## config.mk

```make
export PLATFORM = sky130hd
export DESIGN_NAME = tboard_grid_flat
export DESIGN_NICKNAME = d
export VERILOG_FILES = /design/src/rtl/tboard_pkg.sv /design/src/rtl/tboard_grid_if.sv /design/src/rtl/tboard_line_eval.sv /design/src/rtl/tboard_grid.sv /design/src/flat_wrapper.sv
export SDC_FILE = /design/constraint.sdc
export NUM_CORES = 1
export LEC_CHECK = 0
export BUFFER_PORTS_ARGS = -buffer_cell sky130_fd_sc_hd__buf_2
export CORE_AREA = 2 2 63 89
export CTS_CLUSTER_DIAMETER = 150
export DETAILED_ROUTE_END_ITERATION = 8
export DIE_AREA = 0 0 65 91
export PLACE_DENSITY_LB_ADDON = 0.1
export SYNTH_ARGS = -nofsm -noshare
export SYNTH_HDL_FRONTEND = slang
export SYNTH_SLANG_ARGS = --single-unit
```

## constraint.sdc

```tcl
create_clock -name clk -period 8.8 [get_ports clk]
set_input_delay 1.76 -clock clk [delete_from_list [all_inputs] [get_ports clk]]
set_output_delay 1.76 -clock clk [all_outputs]
set_load 0.05 [all_outputs]
```

## src/rtl/tboard_pkg.sv

```systemverilog
// Shared types and helpers for the tic-tac-toe board: symbols, FSM states
// and the mapping from (line, position) to a flat cell index.
package tboard_pkg;

    localparam logic SYM_X = 1'b0;
    localparam logic SYM_O = 1'b1;

    typedef enum logic [1:0] {IDLE, CHECK, DONE} state_t;

    // Lines are numbered rows 0..n-1, columns n..2n-1, main diagonal 2n, anti-diagonal 2n+1.
    function automatic int line_cell(input int n, input int line, input int k);
        if (line < n)
            return line * n + k;
        else if (line < 2 * n)
            return k * n + (line - n);
        else if (line == 2 * n)
            return k * n + k;
        else
            return k * n + (n - 1 - k);
    endfunction

endpackage

```

## src/rtl/tboard_grid_if.sv

```systemverilog
// Move request/ack handshake between the move-input controller and the board.
interface tboard_grid_if #(
    parameter int N = 3
) ();
    localparam int IW = (N > 1) ? $clog2(N) : 1;

    logic          move_valid;
    logic [IW-1:0] move_row;
    logic [IW-1:0] move_col;
    logic          move_ready;
    logic          move_ack;
    logic          move_err;

    modport master (
        output move_valid, move_row, move_col,
        input  move_ready, move_ack, move_err
    );

    modport slave (
        input  move_valid, move_row, move_col,
        output move_ready, move_ack, move_err
    );
endinterface

```

## src/rtl/tboard_line_eval.sv

```systemverilog
// Combinational check of one board line: hit when all N cells are occupied
// by the same symbol; sym is the symbol found on the line's first cell.
module tboard_line_eval
    import tboard_pkg::*;
#(
    parameter  int N  = 3,
    localparam int LW = $clog2(2 * N + 2),
    localparam int CW = $clog2(N * N)
) (
    input  logic [LW-1:0]  line_idx,
    input  logic [N*N-1:0] cell_valid,
    input  logic [N*N-1:0] cell_symbol,
    output logic           hit,
    output logic           sym
);

    logic [CW-1:0] ci;

    always_comb begin
        hit = 1'b1;
        ci  = CW'(line_cell(N, int'(line_idx), 0));
        sym = cell_symbol[ci];
        for (int k = 0; k < N; k++) begin
            ci = CW'(line_cell(N, int'(line_idx), k));
            if (!cell_valid[ci] || (cell_symbol[ci] != sym))
                hit = 1'b0;
        end
    end

endmodule

```

## src/rtl/tboard_grid.sv

```systemverilog
// N x N tic-tac-toe board: cell storage, turn tracking, move legality and a
// one-line-per-cycle win scan after each accepted move.
//
// state | meaning
// IDLE  | waiting for a move request
// CHECK | scanning one line per cycle after an accepted move
// DONE  | game decided (win or draw), board frozen until cleared
module tboard_grid
    import tboard_pkg::*;
#(
    parameter int N = 3
) (
    input  logic           clk,
    input  logic           reset,
    input  logic           new_game,
    tboard_grid_if.slave   mv,
    output logic [N*N-1:0] cell_valid,
    output logic [N*N-1:0] cell_symbol,
    output logic           turn,
    output logic           game_over,
    output logic           winner,
    output logic           draw
);

    localparam int L  = 2 * N + 2;
    localparam int LW = $clog2(L);
    localparam int CW = $clog2(N * N);
    localparam int NW = $clog2(N * N + 1);

    state_t        state, state_nx;
    logic [LW-1:0] scan_idx;
    logic [NW-1:0] move_cnt;
    logic          ack_q, err_q;
    logic [CW-1:0] mv_idx;
    logic          in_range, accept, reject;
    logic          line_hit, line_sym, last_line, board_full;

    tboard_line_eval #(.N(N)) u_line_eval (
        .line_idx    (scan_idx),
        .cell_valid  (cell_valid),
        .cell_symbol (cell_symbol),
        .hit         (line_hit),
        .sym         (line_sym)
    );

    always_ff @(posedge clk) begin
        if (!reset || new_game)
            state <= IDLE;
        else
            state <= state_nx;
    end

    always_comb begin
        state_nx   = state;
        accept     = 1'b0;
        reject     = 1'b0;
        in_range   = (int'(mv.move_row) < N) && (int'(mv.move_col) < N);
        mv_idx     = CW'(int'(mv.move_row) * N + int'(mv.move_col));
        last_line  = (scan_idx == LW'(L - 1));
        board_full = (move_cnt == NW'(N * N));
        case (state)
            IDLE: begin
                if (mv.move_valid) begin
                    // mv_idx may alias a real cell when out of range, so range gates the lookup
                    if (in_range && !cell_valid[mv_idx]) begin
                        accept   = 1'b1;
                        state_nx = CHECK;
                    end else begin
                        reject   = 1'b1;
                    end
                end
            end
            CHECK: begin
                if (line_hit)
                    state_nx = DONE;
                else if (last_line)
                    state_nx = board_full ? DONE : IDLE;
            end
            DONE:    state_nx = DONE;
            default: state_nx = IDLE;
        endcase
    end

    always_ff @(posedge clk) begin
        if (!reset || new_game) begin
            cell_valid  <= '0;
            cell_symbol <= '0;
            turn        <= SYM_X;
            game_over   <= 1'b0;
            winner      <= 1'b0;
            draw        <= 1'b0;
            move_cnt    <= '0;
            scan_idx    <= '0;
            ack_q       <= 1'b0;
            err_q       <= 1'b0;
        end else begin
            ack_q <= accept;
            err_q <= reject;
            if (accept) begin
                cell_valid[mv_idx]  <= 1'b1;
                cell_symbol[mv_idx] <= turn;
                turn                <= ~turn;
                move_cnt            <= move_cnt + 1'b1;
                scan_idx            <= '0;
            end
            if (state == CHECK) begin
                scan_idx <= scan_idx + 1'b1;
                if (line_hit) begin
                    game_over <= 1'b1;
                    winner    <= line_sym;
                end else if (last_line && board_full) begin
                    game_over <= 1'b1;
                    draw      <= 1'b1;
                end
            end
        end
    end

    assign mv.move_ready = (state == IDLE);
    assign mv.move_ack   = ack_q;
    assign mv.move_err   = err_q;

endmodule

```

## src/flat_wrapper.sv

```systemverilog
// flat-port wrapper written by rule: the top's interface ports become plain ports
module tboard_grid_flat import tboard_pkg::*;
#(
    parameter int N = 3
)
  (clk, reset, new_game, cell_valid, cell_symbol, turn, game_over, winner, draw, mv_move_valid, mv_move_row, mv_move_col, mv_move_ready, mv_move_ack, mv_move_err);
  tboard_grid_if #(.N(N)) mv_i ();
  input  logic clk;
  input  logic reset;
  input  logic new_game;
  output logic [N*N-1:0] cell_valid;
  output logic [N*N-1:0] cell_symbol;
  output logic turn;
  output logic game_over;
  output logic winner;
  output logic draw;
  input wire logic [$bits(mv_i.move_valid)-1:0] mv_move_valid;
  input wire logic [$bits(mv_i.move_row)-1:0] mv_move_row;
  input wire logic [$bits(mv_i.move_col)-1:0] mv_move_col;
  output wire logic [$bits(mv_i.move_ready)-1:0] mv_move_ready;
  output wire logic [$bits(mv_i.move_ack)-1:0] mv_move_ack;
  output wire logic [$bits(mv_i.move_err)-1:0] mv_move_err;
  assign mv_i.move_valid = mv_move_valid;
  assign mv_i.move_row = mv_move_row;
  assign mv_i.move_col = mv_move_col;
  assign mv_move_ready = mv_i.move_ready;
  assign mv_move_ack = mv_i.move_ack;
  assign mv_move_err = mv_i.move_err;
  tboard_grid #(.N(N)) u_core (.clk(clk), .reset(reset), .new_game(new_game), .mv(mv_i), .cell_valid(cell_valid), .cell_symbol(cell_symbol), .turn(turn), .game_over(game_over), .winner(winner), .draw(draw));
endmodule
```

==> qor.yml, run 1 <==
ys_warn_count: 0
yosysSeqAreaShare: 0.238
status: "finished, final reports clean"
post_cts_resize_count: 0
fin_tns_setup_ps: 0
power_density_nw_per_um2: 114
clk_path_buf_depth: 2
synthFlopType: "dfxtp_1"
p_leak_nw: 1.21
tightest_slew_ps: 1130
end_kind: "register"
slew_headroom: 0.244
gr-total-overflow: 0
fin_crit_ps: 4580
vias: 2612
cts.htree.levels: 2
grtUsageTotal: 0.248
synth_compound_area_frac: 0.198
die_area_um2: 5920
drv_cap: 0
routed_wl_mm: 7.03
synthAdderAreaFrac: 0.0939
grt_pass1_vias: 2394
insertedDiodeCount: 0
io_pins: 33
nets: 387
layout-drive-gt1-share: 0.166
areaGrowthSynthToFinish_pct: 9.44
cts.sink_count: 33
die_y_um: 91
finalCritPeriodShare: 0.520
rsz0062_at_grt: "false"
path_cells: "buf_2 -> fa_1 -> ha_1 -> fa_1 -> mux2i_1 -> o221ai_1 -> or2_4 -> nor4_1 -> mux2i_1 -> nor2_1"
cts_setup_buffers: 0
cts.clk_slew.worst_paths_ps: 60
drtIter0Drc: 205
core_area_um2: 5080
ys_async_sr_fraction: 0
power_mw: 0.346
regArea_um2: 661
dr.pass1.iters: 4
dp_hpwl_mm: 5.24
cp.required_ps: 8920
final_cell_mix: "nor2_1, dfxtp_1, buf_2"
max_freq_ghz: 0.218
drtAntennaViolNets: 0
drc: 0
drv_slew: 0
multi_input_area_um2: 1960
die_w_um: 65
critPathMaxStageDelay_ps: 670
hp-class: "register to register"
pre_cts_slack_ps: 3920
cts_tree: "done"
synth_xor_area_frac: 0.0303
fp-row-count: 31
synth.distinct_cells: 67
crit_arrival_ps: 4700
hold_viol: 0
crit_slowest_cell: "fa_1"
avgSynthCellArea_um2: 8.20
grt_pass1_wl_mm: 11.6
clockRootBuffer: "clkbuf_8"
cp_max_fo: 21
routedWlPerCell_um: 16.5
crit_path_start_kind: "primary input"
synthesis.area_um2: 2770
antenna_found_initial: 0
fin_ws_ps: 4220
cts_buffers: 5
io_buffer_count: 32
fin_worst_skew_ps: 3.30
synthMuxAreaShare: 0.105
synth_top_family_by_area: "simple AND/OR/NAND/NOR gates"
grt_max_degree: 44
whs_ps: 459
gp_congestion: 0.957
postCtsHoldBufs: 0
yosys.area_share.simple: 0.281
setup-violations-final: 0
ir_drop_mv: 0.148
synth-seq-cells: 33
critical_path_class: "primary input to register"
floorplan.initialDensity: 0.545
viasPerCell: 6.12
clk_latency_ps: 280
synth_nets: 365
synth_edf_count: 0
synthCells: 338
final_common_cell: "nor2_1"
fillers: 480
registers in the layout, indices dropped and copies added (netlist names):
signal	count
u_core.cell_symbol	9
u_core.cell_valid	9
u_core.draw	1
u_core.game_over	1
u_core.move_cnt	4
u_core.mv.move_ack	1
u_core.mv.move_err	1
u_core.scan_idx	3
u_core.state	2
u_core.turn	1
u_core.winner	1
report_power, final:
group,internal [mW],switching [mW]
sequential,0.151,0.00313
combinational,0.0165,0.0300
clock,0.0922,0.0526
total,0.260,0.0857
critical path: cells and delay by family:
family / cells / cell delay, ps
adder cells (fa/ha/maj): 3 / 1360
AND/OR/NAND/NOR: 3 / 850
multiplexers: 2 / 460
AO/OA/AOI/OAI: 1 / 140
buffers and inverters: 1 / 120
cells by family after synthesis:
| group | after synthesis |
|---|---|
| and+or+nand+nor | 147 |
| AOI/OAI and AO/OA | 79 |
| DFF | 33 |
| buffers and inverters | 29 |
| muxes | 23 |
| adders and majority gates | 19 |
| xor gates and xnor gates | 8 |
final cells by class:
class / count / share of cell area
multi-input cells: 276 / 0.648
flip-flops and latches: 33 / 0.218
repair buffers: 33 / 0.0553
clock buffers: 7 / 0.0285
well taps: 66 / 0.0272
inverters: 11 / 0.0136
clock inverters: 1 / 0.00991
Yosys cell counts, types with 3 or more instances:
master	instances	area, um^2
and3_1	3	18.8
nor2_1	51	191
buf_4	4	30.0
nand2_1	23	86.3
mux2_2	3	33.8
xnor2_1	5	43.8
nor4_2	3	37.5
fa_1	3	60.1
nor3_1	8	40.0
o31ai_1	3	22.5
mux2i_1	16	160
inv_1	10	37.5
or2_2	3	18.8
nor2b_1	4	25.0
clkbuf_1	6	22.5
a211oi_1	8	60.1
dfxtp_1	33	661
nor3_2	4	40.0
a31oi_1	3	18.8
nor3b_1	3	22.5
nand4b_1	3	26.3
o21ai_0	14	70.1
nand3_1	12	60.1
ha_1	16	200
a221oi_1	3	26.3
a21oi_1	16	80.1
buf_2	6	30.0
nand2b_1	10	62.6
o22ai_1	3	18.8
o41ai_1	3	26.3
or3_1	5	31.3
per-stage QoR:
| stage | instances | utilization | instance area (um^2) |
|---|---|---|---|
| 2_1_floorplan | 338 | - | 2770 |
| 3_3_place_gp | 419 | 0.574 | 2920 |
| 3_5_place_dp | 419 | 0.574 | 2920 |
| 4_1_cts | 427 | 0.597 | 3030 |
| 5_1_grt | 427 | 0.597 | 3030 |
| 6_report | 427 | 0.597 | 3030 |
worst paths after layout:
path / start / end / slack, ps / cells after the start
setup / recovery: mv_move_col[1] / u_core.cell_symbol[2]$_SDFFE_PP0P_ / 4220 / 10
hold / removal: u_core.draw$_SDFFE_PP0P_ / u_core.draw$_SDFFE_PP0P_ / 460 / 2
setup reg to reg: u_core.scan_idx[0]$_SDFFE_PP0P_ / u_core.state[0]$_SDFFE_PP0P_ / 4250 / 12
hold reg to reg: u_core.draw$_SDFFE_PP0P_ / u_core.draw$_SDFFE_PP0P_ / 460 / 2
metal layers:
| metal | wire, um | up-vias | GRT usage | share of wire |
|---|---|---|---|---|
| met5 | 0 | - | 0 | 0 |
| met4 | 122 | 0 | 0.0887 | 0.017 |
| met3 | 331 | 10 | 0.0248 | 0.047 |
| met2 | 3600 | 86 | 0.420 | 0.51 |
| met1 | 2970 | 1227 | 0.322 | 0.42 |
| li1 | - | 1289 | - | - |
Power figures use the tool's default switching activity.
==> inputs of run 2 (changes only) <==
Settings changed: ABC_AREA set to 1, CORE_AREA 2 2 63 89 to 2 2 62 88, DIE_AREA 0 0 65 91 to 0 0 64 90.
Clock period 8.8 ns to 3.98 ns, I/O delays scaled along.
==> run 2 against run 1 <==
Effect of this change: sequential share of layout area up 1.2 points; critical path depth up 4; die area decreased by 2.6%; flip-flop and latch count unchanged; worst hold slack gained 27 ps; sequential power rose by 120%.
==> qor.yml, run 2 <==
cts.clk_slew.worst_paths_ps: 70  # was 60 ps
yosysTopAreaCellShare: 0.256  # was 0.238
synth_compound_area_frac: 0.107  # was 0.198
dr.pass1.iters: 5  # was 4
vias: 2671  # was 2612
setup-violations-final: 0  # unchanged
clk_latency_ps: 290  # was 280 ps
synthAdderAreaFrac: 0.101  # was 0.0939
drc: 0  # unchanged
drtAntennaViolNets: 0  # unchanged
yosys.area_share.simple: 0.411  # was 0.281
rsz0062_at_grt: "false"  # unchanged
ys_async_sr_fraction: 0  # unchanged
synth.area.top_cells: "dfxtp_1, nand2_1, nand3_1, inv_1, ha_1"  # was dfxtp_1, ha_1, nor2_1, mux2i_1, nand2_1
fp-row-count: 31  # unchanged
drv_slew: 0  # unchanged
tightest_slew_ps: 660  # was 1130 ps
synthMuxAreaShare: 0  # was 0.105
dp_hpwl_mm: 5.28  # was 5.24 mm
cp.required_ps: 4220  # was 8920 ps
nets: 474  # was 387
viasPerCell: 5.20  # was 6.12
place_area_um2: 2780  # was 2920 um^2
ys_warn_count: 0  # unchanged
grtUsageTotal: 0.240  # was 0.248
design_area_um2: 2870  # was 3030 um^2
synthCells: 414  # was 338
grt_pass1_vias: 2533  # was 2394
synth_xor_area_frac: 0.00339  # was 0.0303
die_y_um: 90  # was 91 um
synth_nets: 441  # was 365
crit_arrival_ps: 3430  # was 4700 ps
gp_congestion: 0.888  # was 0.957
cp_max_fo: 12  # was 21
fillers: 520  # was 480
yosysSeqAreaShare: 0.256  # was 0.238
crit_path_start_kind: "primary input"  # unchanged
path_cells: "buf_2 -> fa_1 -> ha_1 -> fa_1 -> inv_1 -> nand3_1 -> o21ai_0 -> a21oi_1 -> nand3_1 -> buf_4 -> inv_1 -> nand2_1 -> a21oi_1 -> o21a_1"  # was buf_2 -> fa_1 -> ha_1 -> fa_1 -> mux2i_1 -> o221ai_1 -> or2_4 -> nor4_1 -> mux2i_1 -> nor2_1
fin_crit_ps: 3190
final_cell_mix: "nand2_1, inv_1, nand3_1"  # was nor2_1, dfxtp_1, buf_2
cts.sink_count: 33  # unchanged
synthFlopType: "dfxtp_1"  # unchanged
grt_pass1_wl_mm: 11.2  # was 11.6 mm
synth_top_family_by_area: "simple AND/OR/NAND/NOR gates"  # unchanged
drtIter0Drc: 200  # was 205
synth_common_cells: "nand2_1, inv_1, nand3_1"  # was nor2_1, dfxtp_1, nand2_1
clockRootBuffer: "clkbuf_8"  # unchanged
core_area_um2: 5000  # was 5080 um^2
cts_tree: "done"  # unchanged
hp-class: "register to register"  # unchanged
floorplan.initialDensity: 0.516  # was 0.545
synth.distinct_cells: 33  # was 67
post_cts_resize_count: 0  # unchanged
insertedDiodeCount: 0  # unchanged
avgSynthCellArea_um2: 6.23  # was 8.20 um^2
io_pins: 33  # unchanged
areaGrowthSynthToFinish_pct: 11.2  # was 9.44%
hold_viol: 0  # unchanged
synth_edf_count: 0  # unchanged
fin_tns_setup_ps: 0  # unchanged
fin_worst_skew_ps: 4.03  # was 3.30 ps
synth.most_common_cell: "nand2_1"  # was nor2_1
postCtsHoldBufs: 0  # unchanged
cts_setup_buffers: 0  # unchanged
gr-total-overflow: 0  # unchanged
synth_largest_area_cell: "dfxtp_1"  # unchanged
cts.htree.levels: 2  # unchanged
ir_drop_mv: 0.213  # was 0.148 mV
synthesis.area_um2: 2580  # was 2770 um^2
end_kind: "register"  # unchanged
io_buffer_count: 32  # unchanged
grt_max_degree: 23  # was 44
drv_cap: 0  # unchanged
clk_path_buf_depth: 2  # unchanged
critPathMaxStageDelay_ps: 500  # was 670 ps
critical_path_class: "primary input to register"  # unchanged
die_w_um: 64  # was 65 um
cts_buffers: 5  # unchanged
routedWlPerCell_um: 12.6  # was 16.5 um
final_common_cell: "nand2_1"  # was nor2_1
antenna_found_initial: 0  # unchanged
die_area_um2: 5760  # was 5920 um^2
crit_slowest_cell: "fa_1"  # unchanged
slew_headroom: 0.560  # was 0.244
p_leak_nw: 1.40  # was 1.21 nW
reg.largest.list: "u_core.cell_symbol x9, u_core.cell_valid x9, u_core.move_cnt x4"  # unchanged
max_freq_ghz: 0.313
layout-drive-gt1-share: 0.147  # was 0.166
synth-seq-cells: 33  # unchanged
status: "finished, final reports clean"  # unchanged
finalCritPeriodShare: 0.802
routed_wl_mm: 6.50  # was 7.03 mm
power_density_nw_per_um2: 245  # was 114 nW/um^2
==> run 2: cell count changes after synthesis, sizes merged, moves of 7 or more <==
cell,change
nand2b,-10
a21oi,+10
nor3,-9
mux2i,-16
inv,+57
nand3,+53
buf,-7
nand2,+92
==> run 2: kinds of logic (layout without fill, tap and decap cells) <==
family / count (synthesis) / in the layout
compound gates: 48 / 48
xor+xnor: 1 / 1
fa+ha+maj: 19 / 19
buf+inv: 77 / 111
flops: 33 / 33
simple gates: 236 / 236
==> run 2: final cells by class <==
class	count	area, um^2	share of cell area
timing repair buffer	34	175	0.0610
sequential	33	661	0.230
tap	66	82.6	0.0288
clock buffer	5	68.8	0.0240
multi-input combinational	304	1600	0.559
inverter	69	262	0.0911
clock inverter	3	17.5	0.00610
==> run 2: critical path: cells and delay by family <==
family | cells | cell delay, ps
fa+ha+maj | 3 | 1190
buf+inv | 4 | 550
compound gates | 4 | 510
simple gates | 3 | 380
==> run 2: report_power, final <==
part / internal [mW] / total (mW) / leakage, nW / switching [mW]
logic: 0.0333 / 0.114 / 1.09 / 0.0807
clock network: 0.121 / 0.250 / 0.0439 / 0.129
registers: 0.334 / 0.340 / 0.266 / 0.00518
total: 0.488 / 0.703 / 1.40 / 0.215
==> run 2: path summary, 6_finish.rpt <==
path                              startpoint                                  to  slack (ps)  cells past startpoint
max                           mv_move_col[1]  u_core.cell_symbol[6]$_SDFFE_PP0P_         790                     14
min                 u_core.draw$_SDFFE_PP0P_            u_core.draw$_SDFFE_PP0P_         490                      2
max reg2reg  u_core.scan_idx[0]$_SDFFE_PP0P_            u_core.draw$_SDFFE_PP0P_         820                     16
min reg2reg         u_core.draw$_SDFFE_PP0P_            u_core.draw$_SDFFE_PP0P_         490                      2
==> run 2: metal layers <==
layer / GRT usage / wire (um) / part of all wire
met4: 0.0851 / 89 / 0.014
met5: 0 / 0 / 0
met1: 0.288 / 2810 / 0.43
met3: 0.0275 / 265 / 0.041
met2: 0.431 / 3330 / 0.51
==> run 2: through the flow <==
step	worst slack (ps)	cells	util	hold slack [ps]	power, mW
2_1_floorplan	899	414	-	498	0.432
3_3_place_gp	593	506	0.556	464	0.459
3_5_place_dp	484	506	0.556	478	0.461
4_1_cts	798	514	0.574	497	0.709
5_1_grt	551	514	0.574	530	0.743
6_report	789	514	0.574	486	0.703
==> inputs of run 3 (changes only) <==
Settings changed: CORE_AREA 2 2 62 88 to 2 2 61 87, DIE_AREA 0 0 64 90 to 0 0 63 89.
Clock period 3.98 ns to 3.1 ns, I/O delays scaled along.
==> run 3 against run 2 <==
Effect of this change: sequential share of layout area fell by 1.1 points; critical path type unchanged; design area rose by 5.0%; die area fell by 2.7%; via count rose by 1.8%; worst hold slack got worse by 13 ps; final cell count rose by 2.3%; largest cell class unchanged; sequential power rose by 28%.
==> qor.yml, run 3 (synthesis results as in run 2) <==
io_buffer_count: 32  # unchanged
finalCritPeriodShare: 0.921
fin_worst_skew_ps: 4.47  # was 4.03 ps
routedWlPerCell_um: 12.4  # was 12.6 um
p_leak_nw: 1.48  # was 1.40 nW
grtUsageTotal: 0.245  # was 0.240
cts.htree.levels: 2  # unchanged
insertedDiodeCount: 0  # unchanged
hold_viol: 0  # unchanged
cp.required_ps: 3240  # was 4220 ps
nets: 488  # was 474
clockRootBuffer: "clkbuf_8"  # unchanged
slew_headroom: 0.544  # was 0.560
die_w_um: 63  # was 64 um
viasPerCell: 5.17  # was 5.20
fin_crit_ps: 2850
clk_latency_ps: 290  # about the same
drv_cap: 0  # unchanged
dr.pass1.iters: 5  # unchanged
reg.largest.list: "u_core.cell_symbol x9, u_core.cell_valid x9, u_core.move_cnt x4"  # unchanged
path_cells: "buf_2 -> fa_1 -> ha_1 -> fa_1 -> inv_1 -> nand3_1 -> o21ai_0 -> a21oi_1 -> nand3_2 -> nor2_2 -> buf_4 -> nand2_1 -> nand2_1 -> a21oi_1"  # was buf_2 -> fa_1 -> ha_1 -> fa_1 -> inv_1 -> nand3_1 -> o21ai_0 -> a21oi_1 -> nand3_1 -> buf_4 -> inv_1 -> nand2_1 -> a21oi_1 -> o21a_1
clk_path_buf_depth: 2  # unchanged
drc: 0  # unchanged
grt_max_degree: 23  # unchanged
rsz0062_at_grt: "false"  # unchanged
final_cell_mix: "nand2_1, inv_1, nand3_1"  # unchanged
cts.clk_slew.worst_paths_ps: 70  # about the same
final_common_cell: "nand2_1"  # unchanged
crit_path_start_kind: "primary input"  # unchanged
gp_congestion: 0.860  # was 0.888
hp-class: "register to register"  # unchanged
floorplan.initialDensity: 0.541  # was 0.516
cts_buffers: 5  # unchanged
status: "finished, final reports clean"  # unchanged
grt_pass1_wl_mm: 10.9  # was 11.2 mm
whs_ps: 473  # was 486 ps
drtAntennaViolNets: 0  # unchanged
place_area_um2: 2890  # was 2780 um^2
areaGrowthSynthToFinish_pct: 16.7  # was 11.2%
fillers: 497  # was 520
routed_wl_mm: 6.52  # was 6.50 mm
io_pins: 33  # unchanged
cts_tree: "done"  # unchanged
drv_slew: 0  # unchanged
setup-violations-final: 0  # unchanged
cp_num_buf_inv: 3  # was 4
cts_setup_buffers: 0  # unchanged
max_freq_ghz: 0.350
critPathTopFamily: "adder cells"  # unchanged
fp-row-count: 30  # was 31
crit_arrival_ps: 3000  # was 3430 ps
die_area_um2: 5610  # was 5760 um^2
antenna_found_initial: 0  # unchanged
core_area_um2: 4770  # was 5000 um^2
cp_max_fo: 6  # was 12
design_area_um2: 3010  # was 2870 um^2
vias: 2720  # was 2671
drtIter0Drc: 108  # was 200
post_cts_resize_count: 0  # unchanged
power_density_nw_per_um2: 338  # was 245 nW/um^2
gr-total-overflow: 0  # unchanged
crit_slowest_cell: "fa_1"  # unchanged
end_kind: "register"  # unchanged
grt_pass1_vias: 2439  # was 2533
layout-drive-gt1-share: 0.177  # was 0.147
regArea_um2: 661  # unchanged
tightest_slew_ps: 684  # was 660 ps
ir_drop_mv: 0.453  # was 0.213 mV
dp_hpwl_mm: 5.28  # about the same
cts.sink_count: 33  # unchanged
multi_input_area_um2: 1610  # was 1600 um^2
critPathMaxStageDelay_ps: 500  # about the same
critical_path_class: "primary input to register"  # unchanged
postCtsHoldBufs: 0  # unchanged
die_y_um: 89  # was 90 um
[run 3: changes by cell type in the layout (fill, tap and decap cells not counted)]
| cell | delta |
|---|---|
| buf_4 | +14 |
| ha_2 | +1 |
| clkinv_2 | -2 |
| clkbuf_1 | +1 |
| clkinvlp_4 | -1 |
| nand3_1 | -1 |
| nor2_1 | -1 |
| nand3_2 | +1 |
| clkbuf_8 | +1 |
| nor2_2 | +1 |
| bufinv_16 | +1 |
| ha_1 | -1 |
[run 3: layout make-up]
class                           count  share of cell area
Clock inverter                      1             0.00997
Clock buffer                        7              0.0287
Timing Repair Buffer               48              0.0930
Inverter                           69              0.0868
Tap cell                           64              0.0266
Sequential cell                    33               0.219
Multi-Input combinational cell    304               0.536
[run 3: worst min-delay path, stage by stage, from the launching register on]
cell	delay, ps
dfxtp_1	330
a21oi_1	40
nor2_1	70
[run 3: routing by layer]
layer  part of all wire  global-route usage
met1               0.43               0.290
met2               0.51               0.458
met3              0.034              0.0239
met4              0.020              0.0929
met5                  0                   0
[run 3: final timing paths]
kind                                         from                            endpoint  slack, ps  cells past startpoint
setup / recovery                   mv_move_col[1]  u_core.cell_symbol[1]$_SDFFE_PP0P_        250                     14
hold / removal           u_core.draw$_SDFFE_PP0P_            u_core.draw$_SDFFE_PP0P_        470                      2
hold reg to reg          u_core.draw$_SDFFE_PP0P_            u_core.draw$_SDFFE_PP0P_        470                      2
setup reg to reg  u_core.scan_idx[0]$_SDFFE_PP0P_            u_core.draw$_SDFFE_PP0P_        300                     16
[run 3: power by group]
part           switching (mW)  internal [mW]
Clock                   0.160          0.262
Sequential            0.00602          0.430
Combinational           0.106         0.0526
Total                   0.273          0.744
[run 3: stage by stage]
step / cells / power, mW / setup WS (ps) / utilization / setup TNS (ps)
2_1_floorplan: 414 / 0.555 / 195 / - / 0
3_3_place_gp: 518 / 0.600 / 9.19 / 0.606 / 0
3_5_place_dp: 518 / 0.602 / -98.5 / 0.606 / -613
4_1_cts: 526 / 1.02 / 213 / 0.630 / 0
5_1_grt: 526 / 1.07 / 21.5 / 0.632 / 0
6_report: 526 / 1.02 / 245 / 0.632 / 0
